==> src/rtl/splitter_serializer.sv <==
// Splits a 32-bit word into 1..4 bytes, MSB first, optionally bit-reversed; byte 0 valid one cycle after accept.
// Holds the current byte under out_ready=0; in_ready in SEND follows out_ready & out_last combinationally.
module splitter_serializer #(
    parameter bit ZERO_IDLE = 1'b1
) (
    input  logic        clk,
    input  logic        reset,
    input  logic        in_valid,
    output logic        in_ready,
    input  logic [31:0] in_data,
    input  logic [1:0]  in_len,
    input  logic        in_rev,
    output logic        out_valid,
    input  logic        out_ready,
    output logic [7:0]  out_data,
    output logic [1:0]  out_idx,
    output logic        out_last,
    output logic        word_done
);

    localparam logic ST_IDLE = 1'b0;
    localparam logic ST_SEND = 1'b1;

    logic        state;
    logic [31:0] word;
    logic [1:0]  len;
    logic        rev;
    logic [1:0]  idx;
    logic [7:0]  held_byte;

    logic [7:0]  raw_byte;
    logic [7:0]  send_byte;
    logic        sending;
    logic        in_hs;
    logic        out_hs;

    assign sending = (state == ST_SEND);

    always_comb begin
        raw_byte = 8'h00;
        case (idx)
            2'd0:    raw_byte = word[31:24];
            2'd1:    raw_byte = word[23:16];
            2'd2:    raw_byte = word[15:8];
            default: raw_byte = word[7:0];
        endcase
    end

    // Reversed form mirrors the splitter lane mapping: out[7] takes the byte's lowest bit.
    always_comb begin
        send_byte = raw_byte;
        if (rev) begin
            for (int j = 0; j < 8; j++) begin
                send_byte[7-j] = raw_byte[j];
            end
        end
    end

    assign out_valid = sending;
    assign out_idx   = sending ? idx : 2'd0;
    assign out_last  = sending && (idx == len);
    assign out_data  = sending   ? send_byte :
                       ZERO_IDLE ? 8'h00     : held_byte;
    assign in_ready  = !sending || (out_ready && out_last);

    assign out_hs = sending && out_ready;
    assign in_hs  = in_valid && in_ready;

    always_ff @(posedge clk or posedge reset) begin
        if (reset) begin
            state     <= ST_IDLE;
            word      <= 32'h0;
            len       <= 2'd0;
            rev       <= 1'b0;
            idx       <= 2'd0;
            held_byte <= 8'h00;
            word_done <= 1'b0;
        end else begin
            word_done <= out_hs && out_last;
            if (out_hs) begin
                held_byte <= send_byte;
            end
            // A new word can only be accepted in SEND on the final byte's handshake.
            if (in_hs) begin
                word  <= in_data;
                len   <= in_len;
                rev   <= in_rev;
                idx   <= 2'd0;
                state <= ST_SEND;
            end else if (out_hs) begin
                if (out_last) begin
                    state <= ST_IDLE;
                end else begin
                    idx <= idx + 2'd1;
                end
            end
        end
    end

endmodule
==> config.mk <==
export PLATFORM = sky130hd
export DESIGN_NAME = splitter_serializer
export DESIGN_NICKNAME = d
export VERILOG_FILES = /design/src/rtl/splitter_serializer.sv
export SDC_FILE = /design/constraint.sdc
export NUM_CORES = 1
export LEC_CHECK = 0
export ABC_AREA = 1
export CAP_MARGIN = 15
export CORE_MARGIN = 5
export CORE_UTILIZATION = 54
export CTS_BUF_LIST = sky130_fd_sc_hd__clkbuf_8
export DETAILED_ROUTE_END_ITERATION = 10
export GPL_TIMING_DRIVEN = 0
export PLACE_DENSITY = 0.87
export SLEW_MARGIN = 10
export SYNTH_ARGS = -nofsm -noshare
export SYNTH_HDL_FRONTEND = slang
export SYNTH_SLANG_ARGS = --single-unit
export TNS_END_PERCENT = 30
==> constraint.sdc <==
create_clock -name clk -period 4.85 [get_ports clk]
set_clock_uncertainty 0.05 [all_clocks]
set_input_delay 0.97 -clock clk [delete_from_list [all_inputs] [get_ports clk]]
set_output_delay 0.97 -clock clk [all_outputs]
set_load 0.02 [all_outputs]
==> impl_metrics.yaml, run 1 <==
route:
  drt-pass1-iter-count: 4
  drt_iter0_markers: 176
  wire_per_inst_microns: 13.38
  drt_wl_total_microns: 5126
  ant_nets: 0
  vias: 1982
  via_per_inst: 5.175
  route.detailed.drc: 0
clocking:
  insertion_delay_ns: 0.30
  h-tree-depth: 2
  cts_tree: "yes"
  cts_buffer_depth: 2
  cts_hold_buf: 0
  post-cts-setup-buffer-count: 0
  clock_sinks: 39
  clkTransAtPathRegs_ns: 0.08
  cts.repair.resized: 0
  cts_inserted_buffers: 5
  ctsRootBufferMaster: "clkbuf_8"
logic_synthesis:
  synth_cells: 276
  synth_edf_count: 0
  ys_seq_area_share_pct: 46.73
  ys_types: 18
  synth_ff_type: "dfrtp_1"
  ys_top_cells_by_count: "nand2_1, dfrtp_1, nand3_1"
  postSynth.asyncResetShare_pct: 100.0
  synth_area_sq_mm: 0.002088
  ys_ff_latch: 39
  yosysTopAreaCell: "dfrtp_1"
  netlist.area_leader.share_pct: 46.73
  yosysWarnings: 0
  synth_fp_nets: 319
  synthMostInstantiatedCell: "nand2_1"
  avgSynthCellArea_sq_um: 7.566
  yosys-top-cells-area: "dfrtp_1, nand2_1, nand3_1, nand3_2, nand4_1"
sta:
  rsz0062_at_grt: "false"
  fin_crit_sh_pct: 77.02
  max_freq_mhz: 267.7
  fin_crit_ns: 3.735
  timing.setup.tns_ns: 0
  tightest_slew_ns: 0.8049
  setup_viol: 0
  slew_viol_final: 0
  hold_viol: 0
  slew_headroom_pct: 46.26
setup_path:
  startpoint_type: "primary input"
  path_class: "in -> out"
  end_kind: "output port"
  cp_max_fo: 10
  worstPathRequired_ns: 3.83
  cp_data_arrival_time_ns: 2.72
status:
  outcome: "finished, final reports clean"
floorplan:
  dieWidth_microns: 72.19
  io_pins: 53
  start_util_pct: 56.20
  die-area_sq_mm: 0.005211
  die_height_microns: 72.19
  core_area_sq_mm: 0.003716
  num_rows: 22
global_route:
  antenna_found_initial: 0
  grt_max_degree: 40
  grt_pass1_wl_microns: 8369
  grt_util_all_layers_pct: 21.13
  grt_pass1_vias: 1804
  grt.overflow.total: 0
place:
  place_inst: 375
  portBuffers: 51
  gp_congestion: 0.8518
  dp_hpwl_microns: 3751
run:
  cap_violations: 0
finish:
  drive_gt1_share_pct: 9.851
  final_nets: 377
  fillers: 316
  area_growth_syn_to_layout_pct: 31.40
  fin_cells: 383
  antenna_cells: 0
worst_hold_path:
  hold_class: "reg -> reg"
power:
  p_per_area_mw_per_mm2: 668.6
  leakage_nw: 1.415
  ir_drop_mv: 0.2716
routing by layer:
layer  global-route usage [%]  vias up  part of all wire, %
met1                    28.69      898                   44
met3                    4.709       15                  7.8
li1                         -      988                    -
met4                    11.69        0                  3.2
met5                        0        -                    0
met2                    31.24       81                   45
state kept, by name, indices dropped and copies added (netlist names):
register,count
out_valid,1
rev,1
word_done,1
idx,2
word,32
len,2
path summary, 6_finish.rpt:
path	startpoint	end	slack (ns)	cells past startpoint
hold / removal	word[6]	word[6]	0.42	2
setup / recovery	out_ready	in_ready	1.11	6
max in group asynchronous	reset	len[1]	3.16	2
setup reg to reg	idx[0]	word[2]	3.21	9
hold reg to reg	word[6]	word[6]	0.42	2
min in group asynchronous	reset	word[2]	1.09	2
cell type report:
class / count / area [sq um] / share of cell area (%)
sequential: 39 / 975.9 / 35.57
multi-input combinational: 206 / 950.9 / 34.66
timing repair buffer: 51 / 510.5 / 18.60
buffer: 17 / 108.9 / 3.967
clock buffer: 5 / 68.82 / 2.508
tap: 48 / 60.06 / 2.189
inverter: 14 / 52.55 / 1.915
clock inverter: 3 / 16.27 / 0.5928
logic make-up after synthesis:
family | count (synthesis) | synth area share, %
AND/OR/NAND/NOR | 192 | 39.90
flip-flops | 39 | 46.73
buffers and inverters | 31 | 7.729
AO/OA/AOI/OAI | 10 | 3.236
adder cells (fa/ha/maj) | 4 | 2.397
through the flow:
stage | util (%) | instance area [sq um] | setup WS (ns) | power [mW] | hold slack (ns)
5_1_grt | 73.84 | 2744 | 1.010 | 1.985 | 0.4417
3_3_place_gp | 71.55 | 2659 | 1.157 | 1.580 | 0.3985
2_1_floorplan | - | 2088 | 2.303 | 1.240 | 0.3866
3_5_place_dp | 71.55 | 2659 | 1.134 | 1.613 | 0.4091
4_1_cts | 73.84 | 2744 | 1.113 | 1.833 | 0.4280
6_report | 73.84 | 2744 | 1.115 | 1.835 | 0.4227
cells in the final DEF (no fill, tap or decap), drive strengths merged:
cell type and n:
clkbuf 11, clkinv 1, nand2 138, buf 11, o21bai 1, ha 4
o21ai 8, clkinvlp 1, inv 15, dfrtp 39, clkdlybuf4s50 51, nand4 9
o2111ai 1, nor2 9, nand3 36
critical path: stages:
cell and delay (ns):
clkdlybuf4s50_1 0.51, inv_1 0.11, o21bai_4 0.18, buf_6 0.17, buf_8 0.16, clkdlybuf4s50_1 0.62
report_power, final:
group	switching (mW)	internal, mW
clock	0.118	0.0983
sequential	0.0962	0.475
combinational	0.612	0.435
(Power assumes the default switching activity.)
==> run 2: changes to the inputs <==
--- a/config.mk
+++ b/config.mk
@@ -8,11 +8,11 @@
 export ABC_AREA = 1
 export CAP_MARGIN = 15
 export CORE_MARGIN = 5
-export CORE_UTILIZATION = 54
+export CORE_UTILIZATION = 46
 export CTS_BUF_LIST = sky130_fd_sc_hd__clkbuf_8
 export DETAILED_ROUTE_END_ITERATION = 10
 export GPL_TIMING_DRIVEN = 0
-export PLACE_DENSITY = 0.87
+export PLACE_DENSITY = 0.79
 export SLEW_MARGIN = 10
 export SYNTH_ARGS = -nofsm -noshare
 export SYNTH_HDL_FRONTEND = slang
==> constraint.sdc (replaced) <==
create_clock -name clk -period 3.18 [get_ports clk]
set_clock_uncertainty 0.05 [all_clocks]
set_input_delay 0.636 -clock clk [delete_from_list [all_inputs] [get_ports clk]]
set_output_delay 0.636 -clock clk [all_outputs]
set_load 0.02 [all_outputs]
==> run 2 against run 1 <==
Net effect: critical path depth did not move; clock power is 120% higher; first-iteration DRC count increased by 1.1%; flip-flop and latch count unchanged; via count is 0.35% lower; global-route usage fell by 2.4 points; final cell count up 0.52%; power increased by 60%; clock-buffer cell count unchanged; cell area increased by 2.6%; critical path type unchanged; largest cell class unchanged; largest power group unchanged.
==> impl_metrics.yaml, run 2 (synthesized netlist as in run 1, its figures left out) <==
floorplan:
  die-area_sq_mm: 0.005987
  die_height_microns: 77.38
  io_pins: 53
  num_rows: 24
  core_area_sq_mm: 0.004384
  dieWidth_microns: 77.38
  start_util_pct: 47.63
clocking:
  cts_buffer_depth: 2
  clkTransAtPathRegs_ns: 0.08
  cts_tree: "yes"
  h-tree-depth: 2
  cts_inserted_buffers: 5
  ctsRootBufferMaster: "clkbuf_8"
  clock_sinks: 39
  insertion_delay_ns: 0.29
  cts_hold_buf: 0
  post-cts-setup-buffer-count: 0
finish:
  top_regs: "word: 32 flops, idx: 2 flops, len: 2 flops"
  final_common_cell: "nand2_1"
  max_flop_register: "word"
  drive_gt1_share_pct: 11.11
  layout_common_cells: "nand2_1, clkdlybuf4s50_1, dfrtp_1, nand3_1, inv_1"
  multi_input_area_sq_um: 953.4
  area_growth_syn_to_layout_pct: 34.75
  fillers: 387
  fin_cells: 385
  antenna_cells: 0
  largest_reg_flops: 32
  final_nets: 375
  regArea_sq_um: 975.9
sta:
  fin_crit_sh_pct: 95.87
  slew_viol_final: 0
  setup_viol: 0
  tightest_slew_ns: 0.7947
  slew_headroom_pct: 46.94
  fin_crit_ns: 3.049
  hold_viol: 0
  timing.setup.tns_ns: 0
  rsz0062_at_grt: "false"
  max_freq_mhz: 328.0
status:
  outcome: "finished, final reports clean"
power:
  leakage_nw: 1.524
  p_per_area_mw_per_mm2: 1045
  ir_drop_mv: 0.4576
place:
  dp_hpwl_microns: 3886
  portBuffers: 51
  place_inst: 379
  gp_congestion: 0.8852
setup_path:
  end_kind: "output port"
  regToRegSetupSlack_ns: 1.52
  reg2reg_depth: 9
  cp_data_arrival_time_ns: 2.36
  startpoint_type: "primary input"
  worstPathRequired_ns: 2.49
  path_class: "in -> out"
  cp_max_fo: 10
  r2r-start: "idx[0]"
  r2r-end: "word[28]"
worst_hold_path:
  hold_start: "word[20]"
  whs_endpoint: "word[20]"
  hold_class: "reg -> reg"
  whs_path_depth: 2
route:
  route.detailed.drc: 0
  drt_iter0_markers: 178
  drt-pass1-iter-count: 4
  drt_wl_total_microns: 5342
  via_per_inst: 5.130
  wire_per_inst_microns: 13.88
  vias: 1975
  ant_nets: 0
run:
  cap_violations: 0
global_route:
  antenna_found_initial: 0
  grtUsageMet2_pct: 31.31
  grt_pass1_vias: 1964
  met1_usage_pct: 23.92
  grt_max_degree: 40
  use_met3_pct: 3.125
  grt_pass1_wl_microns: 9114
  grt_util_all_layers_pct: 18.73
  gr-max-usage-layer: "met2"
  grt.overflow.total: 0
run 2: metal layers:
metal	wire length (microns)	vias up
li1	-	980
met1	2263	900
met2	2550	81
met3	400	14
met4	127	0
met5	0	-
run 2: worst max-delay path by stage:
stage | start | end | slack (ns) | cells after the start
final | out_ready | in_ready | 0.13 | 6
after global routing | idx[0] | out_data[3] | 0.001 | 10
after CTS | idx[0] | out_data[7] | 0.003 | 10
after detailed placement | out_ready | in_ready | 0.13 | 6
after global placement | out_ready | in_ready | 0.15 | 6
after floorplan | idx[0] | out_data[1] | 0.97 | 7
run 2: cell type report:
| type | count | area share (%) |
|---|---|---|
| multi-input cells | 206 | 33.88 |
| inverters | 14 | 1.867 |
| well taps | 52 | 2.312 |
| clock inverters | 3 | 2.268 |
| clock buffers | 5 | 2.446 |
| flip-flops and latches | 39 | 34.68 |
| repair buffers | 51 | 18.76 |
| plain buffers | 15 | 3.779 |
run 2: where the power goes:
group,leakage [nW],switching (mW),internal (mW),total [mW]
sequential,0.486,0.158,0.725,0.883
clock,0.0695,0.173,0.310,0.483
combinational,0.969,0.923,0.652,1.58
total,1.52,1.25,1.69,2.94
run 2: what timing repair did:
action                     in CTS  in global routing
gates resized for setup         2                 11
setup endpoints to repair       4                  8
pin swaps                       0                  0
run 2: worst max-delay path: stages:
cell	delay (ns)
clkdlybuf4s50_1	0.51
inv_1	0.10
o21bai_4	0.16
buf_6	0.17
buf_8	0.15
clkdlybuf4s50_1	0.61
run 2: through the flow:
| step | cell area [sq um] | util (%) | worst slack [ns] | hold slack, ns | power (mW) |
|---|---|---|---|---|---|
| floorplan | 2088 | - | 0.9671 | 0.3866 | 1.890 |
| global placement | 2664 | 60.76 | 0.1482 | 0.4011 | 2.416 |
| detailed placement | 2664 | 60.76 | 0.1341 | 0.4074 | 2.459 |
| CTS | 2799 | 63.84 | 0.002817 | 0.4257 | 2.959 |
| global route | 2814 | 64.18 | 0.001178 | 0.4593 | 3.184 |
| finish | 2814 | 64.18 | 0.1315 | 0.4267 | 2.941 |
